<file path="src/rtl/cp0_exc_ctrl.sv">
// Coprocessor-0 exception/interrupt controller: collects M-stage exceptions and
// hardware interrupts, raises IntReq, holds EPC, and serves mfc0/mtc0 accesses.
module cp0_exc_ctrl #(
    parameter logic [31:0] PRID = 32'h0000_2020
) (
    input  logic        clk,
    input  logic        reset,
    input  logic [4:0]  A1,
    input  logic [4:0]  A2,
    input  logic [31:0] DIn,
    input  logic        WE,
    input  logic [31:0] PC_M,
    input  logic        BD_M,
    input  logic [4:0]  ExcCode_M,
    input  logic [5:0]  HWInt,
    input  logic        EXLClr,
    output logic        IntReq,
    output logic [31:0] EPC,
    output logic [31:0] DOut
);

    localparam logic [4:0] REG_SR    = 5'd12;
    localparam logic [4:0] REG_CAUSE = 5'd13;
    localparam logic [4:0] REG_EPC   = 5'd14;
    localparam logic [4:0] REG_PRID  = 5'd15;

    logic [5:0]  sr_im_reg;
    logic        sr_exl_reg;
    logic        sr_ie_reg;
    logic        cause_bd_reg;
    logic [5:0]  cause_ip_reg;
    logic [4:0]  cause_exc_reg;
    logic [31:0] epc_reg;

    logic        int_pend;
    logic        exc_pend;
    logic [31:0] epc_next;
    logic [31:0] sr_word;
    logic [31:0] cause_word;

    assign int_pend = (|(HWInt & sr_im_reg)) & sr_ie_reg & ~sr_exl_reg;
    assign exc_pend = (ExcCode_M != 5'd0) & ~sr_exl_reg;
    assign IntReq   = int_pend | exc_pend;

    // A delay-slot instruction restarts at its branch so the branch re-executes.
    assign epc_next = (BD_M ? (PC_M - 32'd4) : PC_M) & ~32'h3;

    // Forwarding lets an eret directly behind an mtc0 EPC fetch the new address.
    assign EPC = (WE && (A2 == REG_EPC) && !IntReq) ? DIn : epc_reg;

    assign sr_word    = {16'h0, sr_im_reg, 8'h0, sr_exl_reg, sr_ie_reg};
    assign cause_word = {cause_bd_reg, 15'h0, cause_ip_reg, 3'h0, cause_exc_reg, 2'h0};

    always_comb begin
        DOut = 32'h0;
        case (A1)
            REG_SR:    DOut = sr_word;
            REG_CAUSE: DOut = cause_word;
            REG_EPC:   DOut = epc_reg;
            REG_PRID:  DOut = PRID;
            default:   DOut = 32'h0;
        endcase
    end

    always_ff @(posedge clk or negedge reset) begin
        if (!reset) begin
            sr_im_reg     <= 6'h0;
            sr_exl_reg    <= 1'b0;
            sr_ie_reg     <= 1'b0;
            cause_bd_reg  <= 1'b0;
            cause_ip_reg  <= 6'h0;
            cause_exc_reg <= 5'h0;
            epc_reg       <= 32'h0;
        end else begin
            cause_ip_reg <= HWInt;
            if (IntReq) begin
                sr_exl_reg    <= 1'b1;
                cause_exc_reg <= int_pend ? 5'd0 : ExcCode_M;
                cause_bd_reg  <= BD_M;
                epc_reg       <= epc_next;
            end else begin
                if (WE) begin
                    case (A2)
                        REG_SR: begin
                            sr_im_reg  <= DIn[15:10];
                            sr_exl_reg <= DIn[1];
                            sr_ie_reg  <= DIn[0];
                        end
                        REG_EPC: epc_reg <= DIn;
                        default: ;
                    endcase
                end
                // Later assignment wins: eret clears EXL after any same-cycle mtc0 SR.
                if (EXLClr) begin
                    sr_exl_reg <= 1'b0;
                end
            end
        end
    end

endmodule

</file>
<file path="config.mk">
export PLATFORM = sky130hd
export DESIGN_NAME = cp0_exc_ctrl
export DESIGN_NICKNAME = d
export VERILOG_FILES = /design/src/rtl/cp0_exc_ctrl.sv
export SDC_FILE = /design/constraint.sdc
export NUM_CORES = 1
export LEC_CHECK = 0
export BUFFER_PORTS_ARGS = -buffer_cell sky130_fd_sc_hd__buf_4
export CELL_PAD_IN_SITES_DETAIL_PLACEMENT = 0
export CELL_PAD_IN_SITES_GLOBAL_PLACEMENT = 1
export CORE_UTILIZATION = 37
export CTS_CLUSTER_DIAMETER = 200
export DETAILED_ROUTE_END_ITERATION = 16
export GPL_TIMING_DRIVEN = 0
export PLACE_DENSITY_LB_ADDON = 0.05
export SKIP_CTS_REPAIR_TIMING = 1
export SKIP_LAST_GASP = 1
export SYNTH_ARGS = -nofsm -noshare
export SYNTH_HDL_FRONTEND = slang
export SYNTH_SLANG_ARGS = --single-unit
</file>
<file path="constraint.sdc">
create_clock -name clk -period 2.5 [get_ports clk]
set_input_delay 0.25 -clock clk [delete_from_list [all_inputs] [get_ports clk]]
set_output_delay 0.25 -clock clk [all_outputs]
set_load 0.01 [all_outputs]
</file>
# --- Word level (Yosys, flattened, before mapping) ---
# Cells that the tools add are included.
# W data, S select, Z words.
word_totals:
  ff_bits: 52
  input_bits: 90
  out_inout_bits: 65
  word_cells: 44
op_classes:
  addsub: 1
  eq_ne: 6
  muxes: 11
  n_bitwise: 7
  n_reduce_logical: 12
ops:
  columns: ["cell", "n"]
  rows:
  - ["$mux W32", 5]
  - ["$pmux W32 S4", 1]
  - ["$sub A32 B3 Y32 const B", 1]
  - ["$eq A5 B4 Y1 const B", 6]
  - ["$and A6 B6 Y6", 1]
  - ["$reduce_bool A3 Y1", 2]
  - ["$reduce_or A6 Y1", 1]
  - ["$mux W5", 1]
  - ["$reduce_bool A5 Y1", 1]
  - ["$mux W1", 4]
  - ["$reduce_and A2 Y1", 2]
  - ["$reduce_bool A2 Y1", 2]
  - ["$and A1 B1 Y1", 3]
  - ["$reduce_and A3 Y1", 1]
  - ["$logic_and A1 B1 Y1", 2]
  - ["$not A1 Y1", 2]
  - ["$logic_not A1 Y1", 1]
  - ["$or A1 B1 Y1", 1]

# --- Logic depth before layout (Yosys ltp) ---
# Gate-level depths: netlist of the first run.
logic_depth:
  ltp_word: 8
  mapped_depth: 7
  mapped_depth_nobuf: 6

# --- Worst setup path before layout of the first run ---
# No wires, ideal clock.
synth_path:
  kind: "register to output"
  startpoint: "register sr_im_reg[1]"
  endpoint: "output port EPC[10]"
  t_arrival_ns: 1.684
  t_required_ns: 2.250
  setup_slack_ns: 0.566
  stages_incl_launch_ff: 6
  path_cell_list: "dfrtp_1 -> a22o_1 -> o31ai_4 -> a31oi_1 -> buf_2 -> mux2_2"
synth_between:
  elab_chain_cells: 8
synth_lines:
  columns: ["element", "line_no", "source"]
  rows:
  - ["from (decl)", "27", "logic [5:0] sr_im_reg;"]
  - ["from (signal assigned)", "85", "sr_im_reg <= DIn[15:10];"]
  - ["$and A6 B6 Y6", "41", "assign int_pend = (|(HWInt & sr_im_reg)) & sr_ie_reg & ~sr_exl_reg;"]
  - ["$reduce_or A6 Y1", "41", null]
  - ["$and A1 B1 Y1 (2 in a row)", "41", null]
  - ["$or A1 B1 Y1", "43", "assign IntReq = int_pend | exc_pend;"]
  - ["$logic_not A1 Y1", "49", "assign EPC = (WE && (A2 == REG_EPC) && !IntReq) ? DIn : epc_reg;"]
  - ["$logic_and A1 B1 Y1", "49", null]
  - ["$mux W32", "49", null]
  - ["to (decl)", "18", "output logic [31:0] EPC,"]
# No other way between the ends.

# --- Worst setup path in the final report of the first run ---
layout_path:
  startpoint: "register sr_im_reg[0]"
  endpoint: "register epc_reg[30]"
layout_between:
  elab_chain_cells: 7
layout_lines:
  columns: ["element", "line_no", "source"]
  rows:
  - ["$and A6 B6 Y6 (*)", "41", null]
  - ["$reduce_or A6 Y1 (*)", "41", null]
  - ["$and A1 B1 Y1 (*) (2 in a row)", "41", null]
  - ["$or A1 B1 Y1 (*)", "43", null]
  - ["$reduce_bool A2 Y1 (no line)", null, null]
  - ["$reduce_and A2 Y1 (no line)", null, null]
  - ["to (signal assigned)", "80", "epc_reg <= epc_next;"]
  - ["to (signal assigned)", "89", "REG_EPC: epc_reg <= DIn;"]
  - ["to (decl)", "33", "logic [31:0] epc_reg;"]
# Mark *: on every way between the ends. The rest lies on a longest branch, timed or not.
# A chain may end at the register's enable or synchronous reset.

==> results_dict.tcl, run 1 <==
set metrics [dict create \
    die_h_um 105 \
    clock_power_share 0.123 \
    syn-num-nets 489 \
    synth_async_sr_flop_share 1.00 \
    drive_gt1_frac 0.406 \
    grt_overflow 0 \
    cts_max_path_buffers 2 \
    clkTransAtPathRegs_ns 0.10 \
    maxCapViolations 0 \
    tightest_slew_ns 0.691 \
    cts_tree "done" \
    ioPinCount 155 \
    finalSetupTns_ns 0 \
    r2r_start "sr_im_reg[0]" \
    crit_path_top_delay_cell "nor4_1" \
    clk_latency_ns 0.31 \
    synth-main-ff-cell "dfrtp_1" \
    p_int_uw 2520 \
    nFillCells 998 \
    p_sw_uw 1660 \
    swShare 0.397 \
    reg2reg_depth 6 \
    fin_crit_ns 2.49 \
    hold_class "input pin to async pin" \
    rsz0062_at_grt "true" \
    whs_ns -0.0598 \
    synthTopCellsByCount "dfrtp_1 (52), mux2_2 (39), mux2i_1 (35), nor4_1 (23), clkbuf_1 (20)" \
    synthTopCellsByArea "dfrtp_1 (33%), mux2_2 (11%), mux2i_1 (8.9%), nor4_1 (3.6%), nor4b_1 (3.5%)" \
    setup_viol 0 \
    synth_mux_area_frac 0.204 \
    required_ns 2.66 \
    dp_hpwl_um 10900 \
    slew_headroom 0.535 \
    cp.arrival_ns 2.65 \
    yosysMostFrequentCell "dfrtp_1" \
    initial_core_util 0.382 \
    drt_iter0_drc 199 \
    multi_input_area_um2 2470 \
    post-route-period-util 0.995 \
    syn_area_per_cell_um2 9.92 \
    dr_total_vias 3942 \
    cp_max_fo 10 \
    drv_slew 0 \
    start_kind "flip-flop" \
    violations "hold timing" \
    comb_power_share 0.520 \
    yosysTopAreaCell "dfrtp_1" \
    viasPerCell 5.65 \
    post-place-ws_ns -0.0955 \
    synth_area_um2 3950 \
    root_buffer "clkbuf_8" \
    synth_fa_ha_area_frac 0.00317 \
    syn2layout_area_growth_pct 37.7 \
    regArea_um2 1300 \
    powerDensity_nw_per_um2 768 \
    p_leak_uw 0.00232 \
    synthXorXnorAreaFrac 0.0311 \
    core_um2 10300 \
    htree_levels 2 \
    fin_nets 652 \
    num_rows 37 \
    drt_wl_total_um 13800 \
    total_power_uw 4180 \
    cts_made_buffers 5 \
    finalHoldViolations 52 \
    path_cells "a22o_1 > o311a_1 > buf_2 > clkbuf_1 > nor4_1 > a31oi_1" \
    grt_max_degree 53 \
    synth_edf_count 0 \
    synth-compound-area-share 0.152 \
    antenna_cells 0 \
    portBuffers 150 \
    synthDistinctLibCells 50 \
    critPathMaxStageDelay_ns 0.68 \
    grt_pass1_vias 3776 \
    vdd_drop_max_v 0.000269 \
    criticalPathCategory "flip-flop to flip-flop" \
    dieArea_um2 11100 \
    finClkSkew_ns 0.00925 \
    grt_pass1_wl_um 21100 \
    die_x_um 105 \
    ff2ff_setup_slack_ns 0.01 \
    track_usage 0.247 \
    r2r-end "epc_reg[30]" \
    wl_per_cell_um 19.8 \
    synth_top_family_by_area "simple AND/OR/NAND/NOR gates" \
    place_congestion 0.870 \
    route.detailed.drc 0 \
    largest_reg_flops 32 \
    ys_warn_count 0 \
    status "finished, violations left" \
    p_seq_frac 0.357 \
    yosys.area_share.simple 0.228 \
    fmax_mhz 402 \
    synth-seq-cells 52 \
    end_kind "flip-flop" \
    synth_top_area_frac 0.330 \
    ys_seq_area_frac 0.330 \
    setup_ws_ns 0.0128 \
    antenna_found_initial 0 \
    clock_sinks 52 \
    syn_inst 398 \
    first_pass_iters 4 \
    antenna_left 0 \
]
metal layers:
layer  vias up  share of wire  global-route usage
li1       1884              -                   -
met1      1907           0.49               0.367
met2       141           0.45               0.387
met3        10          0.049              0.0247
met4         0          0.011              0.0483
met5         -              0                   0
power groups by stage:
stage               combinational [uW]  clock, uW  sequential [uW]
floorplan                         1280          0             1350
global placement                  2110          0             1490
detailed placement                2130          0             1490
CTS                               2140        529             1470
global route                      2340        560             1520
finish                            2170        514             1490
cell families after synthesis:
kind of cell	after synthesis
buf+inv	44
fa+ha+maj	1
compound gates	80
flops	52
xor+xnor	14
mux	75
simple gates	132
worst max path at each step:
| stage | start | to | slack, ns | cells past startpoint |
|---|---|---|---|---|
| 6_report | sr_im_reg[0] | epc_reg[30] | 0.01 | 6 |
| 5_1_grt | sr_im_reg[0] | EPC[19] | -0.02 | 6 |
| 4_1_cts | sr_im_reg[0] | EPC[8] | -0.31 | 6 |
| 3_5_place_dp | A2[2] | EPC[8] | -0.1 | 8 |
| 3_3_place_gp | A2[2] | EPC[8] | -0.12 | 8 |
| 2_1_floorplan | sr_im_reg[1] | EPC[10] | 0.57 | 5 |
critical path: cells and delay by family (launching register included):
kind | cells | cell delay [ns]
AO/OA/AOI/OAI | 3 | 0.79
AND/OR/NAND/NOR | 1 | 0.68
flip-flops | 1 | 0.41
buffers and inverters | 2 | 0.45
area by class of cell:
type                    instances  share of cell area
clock buffers                   5              0.0127
clock inverters                 3             0.00483
well taps                     136              0.0313
inverters                      11             0.00828
plain buffers                  33              0.0343
multi-input cells             302               0.454
flip-flops and latches         52               0.239
repair buffers                156               0.215
placed cells by master, fill, tap and decap left out, types with 2 or more instances in the layout:
cell and count:
buf_4 157, dfrtp_1 52, mux2_2 39, mux2i_1 35, nor4_1 22, clkbuf_1 20
and3_1 18, nor4b_1 16, o31a_1 15, a31oi_1 15, o21ai_0 13, or4_1 11
xor2_1 11, inv_1 9, nor2_1 9, o31ai_1 9, a22o_1 8, nand2_1 8
nand3_1 8, buf_6 7, nor3_1 7, nand4_1 7, or3_1 7, a22oi_1 5
o2bb2ai_1 5, buf_2 5, clkbuf_8 5, nor2b_1 4, clkinvlp_4 3, nor4_4 3
xnor2_1 3, and2_1 2, nand4b_1 2, o21ai_1 2, nand2b_1 2
stage by stage:
stage	utilization	cells	instance area, um2
finish	0.527	698	5440
CTS	0.517	692	5340
floorplan	-	398	3950
global placement	0.508	684	5250
detailed placement	0.508	684	5250
global route	0.527	698	5440
No activity file was read; power rests on OpenSTA's default activity.
==> run 2, diff against run 1 <==
--- a/config.mk
+++ b/config.mk
@@ -13,6 +13,7 @@
 export DETAILED_ROUTE_END_ITERATION = 16
 export GPL_TIMING_DRIVEN = 0
 export PLACE_DENSITY_LB_ADDON = 0.05
+export REMOVE_ABC_BUFFERS = 1
 export SKIP_CTS_REPAIR_TIMING = 1
 export SKIP_LAST_GASP = 1
 export SYNTH_ARGS = -nofsm -noshare
==> results_dict.tcl, run 2 (synthesis results as in run 1) <==
set metrics [dict create \
    num_rows 37 \
    end_kind "output pin" \
    hold_class "input pin to async pin" \
    cp_max_fo 23 \
    viasPerCell 5.60 \
    syn2layout_area_growth_pct 36.9 \
    root_buffer "clkbuf_8" \
    dieArea_um2 11100 \
    dr_total_vias 3783 \
    whs_ns -0.0340 \
    portBuffers 152 \
    dpl-instance-area_um2 5190 \
    die_x_um 105 \
    dp_hpwl_um 9020 \
    reg2reg_depth 5 \
    clkTransAtPathRegs_ns 0.10 \
    path_buf_inv 3 \
    criticalPathCategory "flip-flop to output pin" \
    final_cell_mix "buf_4 (161), dfrtp_1 (52), mux2_2 (39), mux2i_1 (35), nor4_1 (22)" \
    antenna_left 0 \
    wl_per_cell_um 18.0 \
    violations "hold timing, setup timing" \
    critPathMaxStageDelay_ns 0.80 \
    tightest_slew_ns 0.882 \
    status "finished, violations left" \
    cts_max_path_buffers 2 \
    powerDensity_nw_per_um2 746 \
    finalSetupTns_ns -0.117 \
    antenna_cells 0 \
    drt_iter0_drc 170 \
    final_common_cell "buf_4" \
    grt_overflow 0 \
    fin_nets 630 \
    cts_tree "done" \
    grt_pass1_vias 3690 \
    first_pass_iters 4 \
    maxCapViolations 0 \
    ioPinCount 155 \
    slew_headroom 0.412 \
    required_ns 2.25 \
    cts_made_buffers 5 \
    clk_latency_ns 0.31 \
    core_um2 10300 \
    initial_core_util 0.382 \
    r2r_start "sr_exl_reg" \
    finalHoldViolations 52 \
    finClkSkew_ns 0.0112 \
    nFillCells 961 \
    path_cells "clkinv_1 > o311a_1 > nor2_8 > inv_2 > buf_4" \
    post-route-period-util 1.05 \
    antenna_found_initial 0 \
    drv_slew 0 \
    ff2ff_setup_slack_ns 0.19 \
    setup_ws_ns -0.117 \
    drt_wl_total_um 12200 \
    track_usage 0.216 \
    die_h_um 105 \
    r2r-end "cause_bd_reg" \
    clock_sinks 52 \
    drive_gt1_frac 0.422 \
    setup_viol 1 \
    largest_reg_flops 32 \
    critical-path-top-delay-family "buffers and inverters" \
    route.detailed.drc 0 \
    cp.arrival_ns 2.37 \
    htree_levels 2 \
    vdd_drop_max_v 0.000442 \
    crit_path_top_delay_cell "o311a_1" \
    grt_max_degree 53 \
    fin_crit_ns 2.62 \
    start_kind "flip-flop" \
    p_leak_uw 0.00231 \
    fmax_mhz 382 \
    grt_pass1_wl_um 19300 \
    stdcell_area_um2 5410 \
    place_congestion 0.766 \
    rsz0062_at_grt "true" \
]
-- run 2: cell types whose count changed in the layout (fill, tap and decap cells not counted), sizes merged --
cell / delta
clkinvlp: -1
buf: -2
clkinv: +1
clkbuf: -20
bufinv: +1
inv: -1
-- run 2: worst max path at each step --
stage	cells past startpoint	start	end	slack [ns]
global placement	6	A2[4]	EPC[31]	-5.81
CTS	5	sr_im_reg[1]	IntReq	-0.50
floorplan	4	A2[4]	EPC[0]	-2.76
finish	5	sr_exl_reg	IntReq	-0.12
global route	5	sr_im_reg[2]	IntReq	-0.28
detailed placement	7	A2[1]	EPC[0]	-0.43
-- run 2: routing by layer --
layer / track usage / vias to the layer above / share of wire
met1: 0.301 / 1825 / 0.48
met3: 0.0322 / 6 / 0.044
met4: 0.0342 / 0 / 0.0058
met5: 0 / - / 0
li1: - / 1849 / -
met2: 0.360 / 103 / 0.47
-- run 2: power by group --
part / internal (uW) / leakage (uW) / switching (uW)
clock network: 302 / 0.0000548 / 299
logic: 1070 / 0.00164 / 924
registers: 1180 / 0.000614 / 260
total: 2550 / 0.00231 / 1480
-- run 2: final cells by class --
| type | count | area [um2] | share of cell area |
|---|---|---|---|
| Clock buffer | 5 | 68.8 | 0.0127 |
| Clock inverter | 3 | 46.3 | 0.00856 |
| Inverter | 11 | 45.0 | 0.00833 |
| Multi-Input combinational cell | 302 | 2470 | 0.456 |
| Sequential cell | 52 | 1300 | 0.241 |
| Tap cell | 136 | 170 | 0.0315 |
| Timing Repair Buffer | 167 | 1310 | 0.242 |
-- run 2: through the flow --
stage / cells / worst slack (ns) / util / power [uW]
floorplan: 365 / -2.76 / - / 2530
global placement: 653 / -5.81 / 0.493 / 3370
detailed placement: 658 / -0.433 / 0.503 / 3410
CTS: 666 / -0.499 / 0.514 / 4030
global route: 676 / -0.282 / 0.524 / 4310
finish: 676 / -0.117 / 0.524 / 4030
==> run 3, diff against run 2 <==
--- a/config.mk
+++ b/config.mk
@@ -8,11 +8,13 @@
 export BUFFER_PORTS_ARGS = -buffer_cell sky130_fd_sc_hd__buf_4
 export CELL_PAD_IN_SITES_DETAIL_PLACEMENT = 0
 export CELL_PAD_IN_SITES_GLOBAL_PLACEMENT = 1
-export CORE_UTILIZATION = 37
+export CORE_MARGIN = 3
+export CORE_UTILIZATION = 33
 export CTS_CLUSTER_DIAMETER = 200
 export DETAILED_ROUTE_END_ITERATION = 16
 export GPL_TIMING_DRIVEN = 0
 export PLACE_DENSITY_LB_ADDON = 0.05
+export RECOVER_POWER = 50
 export REMOVE_ABC_BUFFERS = 1
 export SKIP_CTS_REPAIR_TIMING = 1
 export SKIP_LAST_GASP = 1
==> results_dict.tcl, run 3 (synthesis results as in run 1) <==
set metrics [dict create \
    status "completed" \
    syn2layout_area_growth_pct 36.7 \
    startpoint "sr_im_reg[2]" \
    fmax_mhz 410 \
    cts_tree "done" \
    maxCapViolations 0 \
    multi_input_area_um2 2490 \
    initial_core_util 0.341 \
    p_leak_uw 0.00224 \
    grt_pass1_wl_um 20200 \
    finalHoldViolations 0 \
    final_cell_mix "buf_4 (137), dfrtp_1 (52), mux2_2 (39), mux2i_1 (35), nor4_1 (22)" \
    slew_headroom 0.0564 \
    portBuffers 152 \
    drv_slew 0 \
    fin_crit_ns 2.44 \
    die_x_um 115 \
    finClkSkew_ns 0.00943 \
    place_congestion 0.768 \
    nFillCells 1113 \
    start_kind "flip-flop" \
    route.detailed.drc 0 \
    clkTransAtPathRegs_ns 0.08 \
    grt_overflow 0 \
    clock_sinks 52 \
    antenna_found_initial 0 \
    largest_reg_flops 32 \
    grt_max_degree 53 \
    finalSetupTns_ns 0 \
    regArea_um2 1300 \
    die_h_um 115 \
    dieArea_um2 13300 \
    r2r_start "sr_im_reg[1]" \
    core_um2 11600 \
    cp.arrival_ns 2.19 \
    dr_total_vias 3798 \
    powerDensity_nw_per_um2 777 \
    wl_per_cell_um 19.8 \
    num_rows 39 \
    first_pass_iters 4 \
    clk_latency_ns 0.30 \
    crit_end "EPC[26]" \
    htree_levels 2 \
    reg2reg_depth 5 \
    drive_gt1_frac 0.388 \
    required_ns 2.25 \
    antenna_left 0 \
    final_common_cell "buf_4" \
    whs_ns 0.0823 \
    grt_pass1_vias 3672 \
    vdd_drop_max_v 0.000304 \
    ff2ff_setup_slack_ns 0.48 \
    setup_viol 0 \
    total_power_uw 4200 \
    fin_nets 631 \
    drt_wl_total_um 13500 \
    track_usage 0.195 \
    drt_iter0_drc 167 \
    cp_max_fo 18 \
    cts_made_buffers 5 \
    antenna_cells 0 \
    tightest_slew_ns 1.42 \
    hold_class "input pin to flip-flop" \
    viasPerCell 5.55 \
    setup_ws_ns 0.0633 \
    dp_hpwl_um 9640 \
    post-place-ws_ns -0.788 \
    end_kind "output pin" \
    root_buffer "clkbuf_16" \
    ioPinCount 155 \
    criticalPathCategory "flip-flop to output pin" \
    post-route-period-util 0.975 \
    cts_max_path_buffers 2 \
    r2r-end "cause_bd_reg" \
]
[run 3: per-stage QoR]
step	util	instance area, um2	cells
CTS	0.463	5350	673
detailed placement	0.450	5200	665
finish	0.467	5400	684
global placement	0.441	5100	660
global route	0.467	5400	684
floorplan	-	3780	365
[run 3: worst min path at each step]
stage | startpoint | endpoint | slack [ns] | cells after the start
after floorplan | reset | cause_bd_reg | -0.05 | 0
after global placement | reset | epc_reg[0] | 0.36 | 1
after detailed placement | reset | epc_reg[0] | 0.36 | 1
after CTS | reset | epc_reg[26] | 0.03 | 1
after global routing | HWInt[2] | cause_ip_reg[2] | 0.07 | 1
final | HWInt[0] | cause_ip_reg[0] | 0.08 | 1
[run 3: worst max-delay path, cell delays in order (launching register included)]
cell and delay [ns]:
dfrtp_1 0.40, a22o_1 0.29, o31ai_4 0.38, a31oi_4 0.19, buf_16 0.21, mux2_2 0.28, buf_4 0.14
[run 3: where the power goes]
part | total [uW] | switching, uW | internal, uW | leakage (uW)
combinational | 2010 | 943 | 1070 | 0.00155
sequential | 1450 | 268 | 1180 | 0.000614
clock | 731 | 351 | 380 | 0.0000708
total | 4200 | 1560 | 2630 | 0.00224
[run 3: area by class of cell]
| type | instances | area share |
|---|---|---|
| Tap cell | 143 | 0.0331 |
| Clock buffer | 5 | 0.0232 |
| Inverter | 11 | 0.00834 |
| Sequential cell | 52 | 0.241 |
| Timing Repair Buffer | 167 | 0.227 |
| Timing Repair inverter | 1 | 0.000927 |
| Clock inverter | 3 | 0.00463 |
| Multi-Input combinational cell | 302 | 0.461 |
[run 3: routing by layer]
metal	track usage	wire length (um)	vias to the layer above
li1	-	-	1864
met1	0.272	6200	1826
met2	0.318	6500	102
met3	0.0384	733	6
met4	0.0313	81	0
met5	0	0	-
